<file path="config.mk">
export PLATFORM = sky130hd
export DESIGN_NAME = mano_timing_control_unit
export DESIGN_NICKNAME = d
export VERILOG_FILES = /design/src/rtl/mano_timing_control_unit.sv
export SDC_FILE = /design/constraint.sdc
export NUM_CORES = 1
export LEC_CHECK = 0
export CORE_MARGIN = 2
export CORE_UTILIZATION = 42
export DETAILED_ROUTE_END_ITERATION = 16
export PLACE_DENSITY = 0.81
export SLEW_MARGIN = 20
export SYNTH_ARGS = -nofsm -noshare
export SYNTH_HDL_FRONTEND = slang
export SYNTH_SLANG_ARGS = --single-unit
</file>
<file path="constraint.sdc">
create_clock -name clk_clock -period 2.08 [get_ports clk_clock]
set_input_delay 0.416 -clock clk_clock [delete_from_list [all_inputs] [get_ports clk_clock]]
set_output_delay 0.416 -clock clk_clock [all_outputs]
set_load 0.01 [all_outputs]
</file>
<file path="src/rtl/mano_timing_control_unit.sv">
// ---------------------------------------------------------------------------
// mano_timing_control_unit
//
// Timing and control sequencer for the Mano basic computer. A 3-bit sequence
// counter (T0..T6) walks each instruction through fetch, decode, the optional
// indirect step and execute. It drives the datapath register strobes, the
// common-bus source select and the memory read/write strobes.
//
// Ports:
//   clk_clock         system clock, rising-edge active
//   RST_N_reset       asynchronous active-low reset
//   START_start       sets the run flag S on the next edge (ignored while running)
//   IR_opcode[2:0]    IR[14:12], sampled only at T2
//   IR_indirect       IR[15], sampled only at T2
//   IR_hlt            IR[0], sampled only at T2, acted on at T3 for opcode 7
//   DR_zero           DR==0 flag, consulted during ISZ T6
//   AR_*/PC_*/DR_*/AC_LD_load/IR_LD_load   register strobes, valid during Tn
//   ALU_sel_select    00 AND, 01 ADD, 10 pass DR
//   MEM_RD_read/MEM_WR_write                memory strobes
//   BUS_SEL_select    1 AR, 2 PC, 3 DR, 4 AC, 5 IR, 7 MEM, 0 none
//   SC_output         current sequence count
//   RUN_running       run flag S
// ---------------------------------------------------------------------------
module mano_timing_control_unit #(
    parameter int START_AUTO = 0
) (
    input  logic       clk_clock,
    input  logic       RST_N_reset,
    input  logic       START_start,
    input  logic [2:0] IR_opcode,
    input  logic       IR_indirect,
    input  logic       IR_hlt,
    input  logic       DR_zero,
    output logic       AR_LD_load,
    output logic       AR_INR_increment,
    output logic       AR_CLR_clear,
    output logic       PC_LD_load,
    output logic       PC_INR_increment,
    output logic       PC_CLR_clear,
    output logic       DR_LD_load,
    output logic       DR_INR_increment,
    output logic       AC_LD_load,
    output logic [1:0] ALU_sel_select,
    output logic       IR_LD_load,
    output logic       MEM_RD_read,
    output logic       MEM_WR_write,
    output logic [2:0] BUS_SEL_select,
    output logic [2:0] SC_output,
    output logic       RUN_running
);

    localparam logic S_RESET = (START_AUTO != 0);

    localparam logic [2:0] OP_STA = 3'd3;
    localparam logic [2:0] OP_BUN = 3'd4;
    localparam logic [2:0] OP_BSA = 3'd5;
    localparam logic [2:0] OP_ISZ = 3'd6;
    localparam logic [2:0] OP_REG = 3'd7;

    logic [2:0] sc_reg, sc_next;
    logic       s_reg, s_next;
    logic [2:0] d_reg, d_next;
    logic       i_reg, i_next;
    logic       hlt_reg, hlt_next;

    // State register
    always_ff @(posedge clk_clock or negedge RST_N_reset) begin
        if (!RST_N_reset) begin
            sc_reg  <= 3'd0;
            s_reg   <= S_RESET;
            d_reg   <= 3'd0;
            i_reg   <= 1'b0;
            hlt_reg <= 1'b0;
        end else begin
            sc_reg  <= sc_next;
            s_reg   <= s_next;
            d_reg   <= d_next;
            i_reg   <= i_next;
            hlt_reg <= hlt_next;
        end
    end

    // Next-state logic
    always_comb begin
        sc_next  = sc_reg;
        s_next   = s_reg;
        d_next   = d_reg;
        i_next   = i_reg;
        hlt_next = hlt_reg;
        if (!s_reg) begin
            sc_next = 3'd0;
            if (START_start) begin
                s_next = 1'b1;
            end
        end else begin
            sc_next = sc_reg + 3'd1;
            case (sc_reg)
                3'd2: begin
                    // The IR is stable from T2 on; capture what decode needs.
                    d_next   = IR_opcode;
                    i_next   = IR_indirect;
                    hlt_next = IR_hlt;
                end
                3'd3: begin
                    if (d_reg == OP_REG) begin
                        sc_next = 3'd0;
                        if (hlt_reg) begin
                            s_next = 1'b0;
                        end
                    end
                end
                3'd4: begin
                    if (d_reg == OP_STA || d_reg == OP_BUN) begin
                        sc_next = 3'd0;
                    end
                end
                3'd5: begin
                    if (d_reg != OP_ISZ) begin
                        sc_next = 3'd0;
                    end
                end
                3'd6, 3'd7: begin
                    // T6 only exists for ISZ; T7 is unreachable and recovers.
                    sc_next = 3'd0;
                end
                default: begin
                end
            endcase
        end
    end

    // Output decode; reset gates the strobes so they drop without waiting
    // for the clock.
    always_comb begin
        AR_LD_load       = 1'b0;
        AR_INR_increment = 1'b0;
        PC_LD_load       = 1'b0;
        PC_INR_increment = 1'b0;
        DR_LD_load       = 1'b0;
        DR_INR_increment = 1'b0;
        AC_LD_load       = 1'b0;
        ALU_sel_select   = 2'b00;
        IR_LD_load       = 1'b0;
        MEM_RD_read      = 1'b0;
        MEM_WR_write     = 1'b0;
        BUS_SEL_select   = 3'd0;
        if (RST_N_reset && s_reg) begin
            case (sc_reg)
                3'd0: begin
                    BUS_SEL_select = 3'd2;
                    AR_LD_load     = 1'b1;
                end
                3'd1: begin
                    MEM_RD_read      = 1'b1;
                    BUS_SEL_select   = 3'd7;
                    IR_LD_load       = 1'b1;
                    PC_INR_increment = 1'b1;
                end
                3'd2: begin
                    BUS_SEL_select = 3'd5;
                    AR_LD_load     = 1'b1;
                end
                3'd3: begin
                    if (d_reg != OP_REG && i_reg) begin
                        MEM_RD_read    = 1'b1;
                        BUS_SEL_select = 3'd7;
                        AR_LD_load     = 1'b1;
                    end
                end
                3'd4: begin
                    case (d_reg)
                        3'd0, 3'd1, 3'd2, OP_ISZ: begin
                            MEM_RD_read    = 1'b1;
                            BUS_SEL_select = 3'd7;
                            DR_LD_load     = 1'b1;
                        end
                        OP_STA: begin
                            BUS_SEL_select = 3'd4;
                            MEM_WR_write   = 1'b1;
                        end
                        OP_BUN: begin
                            BUS_SEL_select = 3'd1;
                            PC_LD_load     = 1'b1;
                        end
                        OP_BSA: begin
                            BUS_SEL_select   = 3'd2;
                            MEM_WR_write     = 1'b1;
                            AR_INR_increment = 1'b1;
                        end
                        default: begin
                        end
                    endcase
                end
                3'd5: begin
                    case (d_reg)
                        3'd0, 3'd1, 3'd2: begin
                            AC_LD_load     = 1'b1;
                            ALU_sel_select = d_reg[1:0];
                        end
                        OP_BSA: begin
                            BUS_SEL_select = 3'd1;
                            PC_LD_load     = 1'b1;
                        end
                        OP_ISZ: begin
                            DR_INR_increment = 1'b1;
                        end
                        default: begin
                        end
                    endcase
                end
                3'd6: begin
                    if (d_reg == OP_ISZ) begin
                        BUS_SEL_select   = 3'd3;
                        MEM_WR_write     = 1'b1;
                        PC_INR_increment = DR_zero;
                    end
                end
                default: begin
                end
            endcase
        end
    end

    // Reserved for a future interrupt cycle.
    assign AR_CLR_clear = 1'b0;
    assign PC_CLR_clear = 1'b0;

    assign SC_output   = sc_reg;
    assign RUN_running = s_reg;

endmodule

</file>
# Word-level counts from Yosys, hierarchy flattened
# Cells that the tools add are included.
# totals
inputBits	9
out_inout_bits	21
wordCells	80
mem_bits_ro	0
memories	0
register_bits	9
latch_bits	0
ramBits	0
# classes
n_shift	0
order_cmp	0
n_mux	47
bitwise	0
n_reduce_logical	11
eq_ne	16
n_div	0
n_mul	0
n_addsub	1
# ops
op	count
$mux W1	29
$eq A3 B3 Y1 const B	8
$pmux W3 S4	2
$pmux W3 S7	1
$mux W3	6
$eq A3 B2 Y1 const B	4
$mux W2	4
$pmux W1 S2	4
$eq A3 B1 Y1 const B	2
$logic_not A3 Y1	2
$ne A3 B3 Y1 const B	2
$reduce_or A2 Y1	3
$reduce_or A4 Y1	1
$add A3 B1 Y3 const B	1
$pmux W1 S3	1
$reduce_or A3 Y1	1
$logic_and A1 B1 Y1	2
$reduce_and A2 Y1	1
$logic_or A1 B1 Y1	1

# Logic depth before layout (Yosys ltp)
# logic_depth
depth_word	5
ltp_mapped	7
mapped_depth_nobuf	6

# Least setup slack after synthesis
# Ideal clock, no wire load.
# synth_timing
path_kind	register to output
startpoint	register sc_reg[2], in the netlist SC_output[2]
endpoint	output BUS_SEL_select[0]
required_time_ps	1664
path_buffers	1
setup_slack_ps	17
arrival_time_ps	1647
path_stages_with_launch	7
path_cell_list	dfrtp_1 > buf_2 > inv_2 > ha_1 > or4_4 > nand3_2 > a21oi_1
# synth_between
elab_chain_len	3
elab_cells_between_ends	9
cone_classes	6 x eq/ne; 2 x mux; 1 x reduce/logical
# synth_rtl
element	line_no	source
from (decl)	60	logic [2:0] sc_reg, sc_next;
from (signal assigned)	75	sc_reg <= sc_next;
$eq A3 B3 Y1, or another cell as far along	148	case (sc_reg)
$pmux W3 S7 *	148	
$mux W3 *	147	if (RST_N_reset && s_reg) begin
to (decl)	47	output logic [2:0] BUS_SEL_select,
# Every way passes the cells marked *; elsewhere a longest branch is shown, timed or not.

# Worst setup path in the final report
# layout_timing
startpoint	register sc_reg[1], in the netlist SC_output[1]
endpoint	output BUS_SEL_select[2]
# Same word-level chain as after synthesis.

==> flow_metrics.tcl <==
set metrics [dict create \
    final-hold-violation-count 0 \
    holdCritPathClass "input port to async pin" \
    totalWireLength_um 2130 \
    timing.critical_path.fanout_max 6 \
    outcome "complete, but fails checks" \
    clock_skew_ns 0.00103 \
    synth_enable_flop_cells 0 \
    power-per-cell-area_nw_per_um2 1440 \
    cts_htree_levels 1 \
    hold-worst-slack_ns 0.434 \
    final_max_slew_viol_count 0 \
    antenna_violating_nets_post_route 0 \
    finalWorstSetupSlack_ns -0.138 \
    dp_hpwl_um 1590 \
    clock_latency_late_sink_ns 0.25 \
    final_net_count 162 \
    core_area_um2 1900 \
    period_needed_ns 2.22 \
    first_pass_grt_wire_length_um 3550 \
    area_leader_netlist "sky130_fd_sc_hd__dfrtp_1" \
    power.static_leakage_nw 0.590 \
    placed_cells 165 \
    post-route-cell-area_um2 1320 \
    row_count 16 \
    finalSetupTns_ns -0.597 \
    die_width_um 48.4 \
    vias_in_the_first_global_route 828 \
    gp_routability_congestion 0.844 \
    track_usage_pct 19.1 \
    cts_tree "done" \
    yosys.area.top_type_share_pct 27.2 \
    ys_ff_latch 9 \
    grt_start_max_net_pins 13 \
    post_synth_fa_ha_maj_area_fraction_pct 10.6 \
    highest_ir_drop_seen_on_vdd_v 0.00103 \
    synth.distinct_cells 38 \
    globalRouteOverflowTotal 0 \
    violated_checks "setup timing" \
    synth_compound_gate_area_share_pct 16.5 \
    finalSetupViolations 7 \
    cts.sinks 9 \
    synth_xor_area_share_pct 1.06 \
    yosys.area_share.simple_pct 26.6 \
    cap_violations 0 \
    synth_seq_area_share_pct 27.2 \
    post_drt_wl_per_cell_um 12.4 \
    area_growth_syn_to_layout_pct 59.7 \
    drive_above_1_share_pct 36.6 \
    final.period_utilization_pct 107 \
    clockRootBuffer "sky130_fd_sc_hd__clkbuf_4" \
    clk_transition_reported_paths_ns 0.05 \
    crit_type "flip-flop to output port" \
    antenna_found_initial 0 \
    synthesis.instances 99 \
    main_combinational_cell_family_by_area_after_synthesis "simple AND/OR/NAND/NOR gates" \
    synth.cell_area_um2 828 \
    critPathRequiredTime_ns 1.66 \
    synthTopCellsByArea "sky130_fd_sc_hd__dfrtp_1 (27%), sky130_fd_sc_hd__ha_1 (11%), sky130_fd_sc_hd__mux2_1 (5.4%), sky130_fd_sc_hd__nand3_1 (4.8%), sky130_fd_sc_hd__a21oi_1 (4.2%)" \
    synth.yosys.warnings 0 \
    chipHeight_um 48.4 \
    floorplan.initialDensity_pct 43.6 \
    clock_tree.buffer_depth 2 \
    cts.hold.buffers_added 0 \
    cts_buffers 3 \
    port_buffers 27 \
    detailedRoute.firstPassIterationCount 4 \
    synth_common_cells "sky130_fd_sc_hd__dfrtp_1 (9), sky130_fd_sc_hd__nand2_1 (9), sky130_fd_sc_hd__nand3_1 (8)" \
    via_count 909 \
    worst_ep_arrival_time_ns 1.80 \
    fillers 151 \
    setup.worst_path.start_class "flip-flop" \
    n_antenna_cell 0 \
    first_iter_violations 18 \
    max_clock_freq_ghz 0.451 \
    synth_area_per_cell_um2 8.37 \
    fp.dieArea_um2 2340 \
    setup_slack_after_placement_ns -0.362 \
    synth-async-reset-ratio_pct 100 \
    drc 0 \
    critical_path_capture_point_type "output port" \
    synth.mux.area_fraction_pct 8.01 \
    postPlaceCellArea_um2 1220 \
    io_pins 30 \
    viasPerCell 5.28 \
    setup_repair_after_global_routing_missed_its_margin "true" \
    synth_top_flop_cell "sky130_fd_sc_hd__dfrtp_1" \
    finalNonFillerCells 172 \
]
## placed cells by master (no fill, tap or decap), types with 3 or more instances in the layout
| master | count |
|---|---|
| sky130_fd_sc_hd__nor3_1 | 4 |
| sky130_fd_sc_hd__clkbuf_4 | 3 |
| sky130_fd_sc_hd__a21oi_1 | 7 |
| sky130_fd_sc_hd__buf_2 | 7 |
| sky130_fd_sc_hd__buf_4 | 21 |
| sky130_fd_sc_hd__clkdlybuf4s50_1 | 12 |
| sky130_fd_sc_hd__dlygate4sd2_1 | 6 |
| sky130_fd_sc_hd__dfrtp_2 | 4 |
| sky130_fd_sc_hd__nand2_1 | 9 |
| sky130_fd_sc_hd__ha_4 | 5 |
| sky130_fd_sc_hd__inv_1 | 3 |
| sky130_fd_sc_hd__nor2_1 | 4 |
| sky130_fd_sc_hd__mux2_1 | 4 |
| sky130_fd_sc_hd__dfrtp_1 | 5 |
| sky130_fd_sc_hd__nand3_1 | 7 |
## through the flow
stage                     total power, W  util, %
after floorplan                  0.00113        -
after global placement           0.00163     64.4
after detailed placement         0.00166     64.4
after CTS                        0.00183     67.6
after global routing             0.00206     69.5
final                            0.00190     69.5
## final timing paths
| path | from | endpoint | slack (ns) | depth (start not counted) |
|---|---|---|---|---|
| setup / recovery | SC_output[1]$_DFF_PN0_ | BUS_SEL_select[2] | -0.14 | 6 |
| max in group asynchronous | RST_N_reset | d_reg[1]$_DFFE_PN0P_ | 1.50 | 3 |
| setup reg to reg | SC_output[0]$_DFF_PN0_ | SC_output[1]$_DFF_PN0_ | 0.48 | 7 |
| hold reg to reg | hlt_reg$_DFFE_PN0P_ | hlt_reg$_DFFE_PN0P_ | 0.49 | 1 |
| hold / removal | RST_N_reset | SC_output[2]$_DFF_PN0_ | 0.43 | 3 |
| min in group clk_clock | hlt_reg$_DFFE_PN0P_ | hlt_reg$_DFFE_PN0P_ | 0.49 | 1 |
## cell type report
class                   count  area (µm²)  share of cell area, %
multi-input cells          77         604                   45.7
repair buffers             50         409                   30.9
flip-flops and latches      9         230                   17.4
well taps                  27        33.8                   2.55
clock buffers               4        26.3                   1.99
inverters                   5        18.8                   1.42
## where the power goes
group | leakage (nW) | internal, W | switching, W | total (W)
sequential | 0.0999 | 0.000268 | 0.000140 | 0.000408
clock | 0.0150 | 0.0000733 | 0.0000516 | 0.000125
combinational | 0.475 | 0.000722 | 0.000644 | 0.00137
## routing by layer
layer  routed length [µm]  vias up  track usage [%]
met5                    0        -                0
met4                   55        0             11.0
met3                  165        6             4.01
met2                 1040       41             34.0
met1                  873      417             21.0
li1                     -      445                -
## logic make-up (layout without fill, tap and decap cells)
logic type      after synthesis  after routing
xor+xnor                      1              1
buf+inv                      14             59
compound gates               21             21
flops                         9              9
simple gates                 40             40
fa+ha+maj                     7              7
other cells                   1              2
mux                           6              6
## what timing repair did
item,CTS,global route
endpoints found under the hold margin,0,0
setup endpoints to repair,15,14
buffers inserted,2,1
pin swaps,7,0
gates resized for setup,53,6
## worst max-delay path, stage by stage, from the launching register on
cell                      delay [ns]
sky130_fd_sc_hd__dfrtp_2        0.44
sky130_fd_sc_hd__buf_6          0.13
sky130_fd_sc_hd__ha_4           0.17
sky130_fd_sc_hd__or4_4          0.55
sky130_fd_sc_hd__nand3_4        0.08
sky130_fd_sc_hd__a21oi_1        0.04
sky130_fd_sc_hd__buf_2          0.14
No activity file was read; power rests on OpenSTA's default activity.
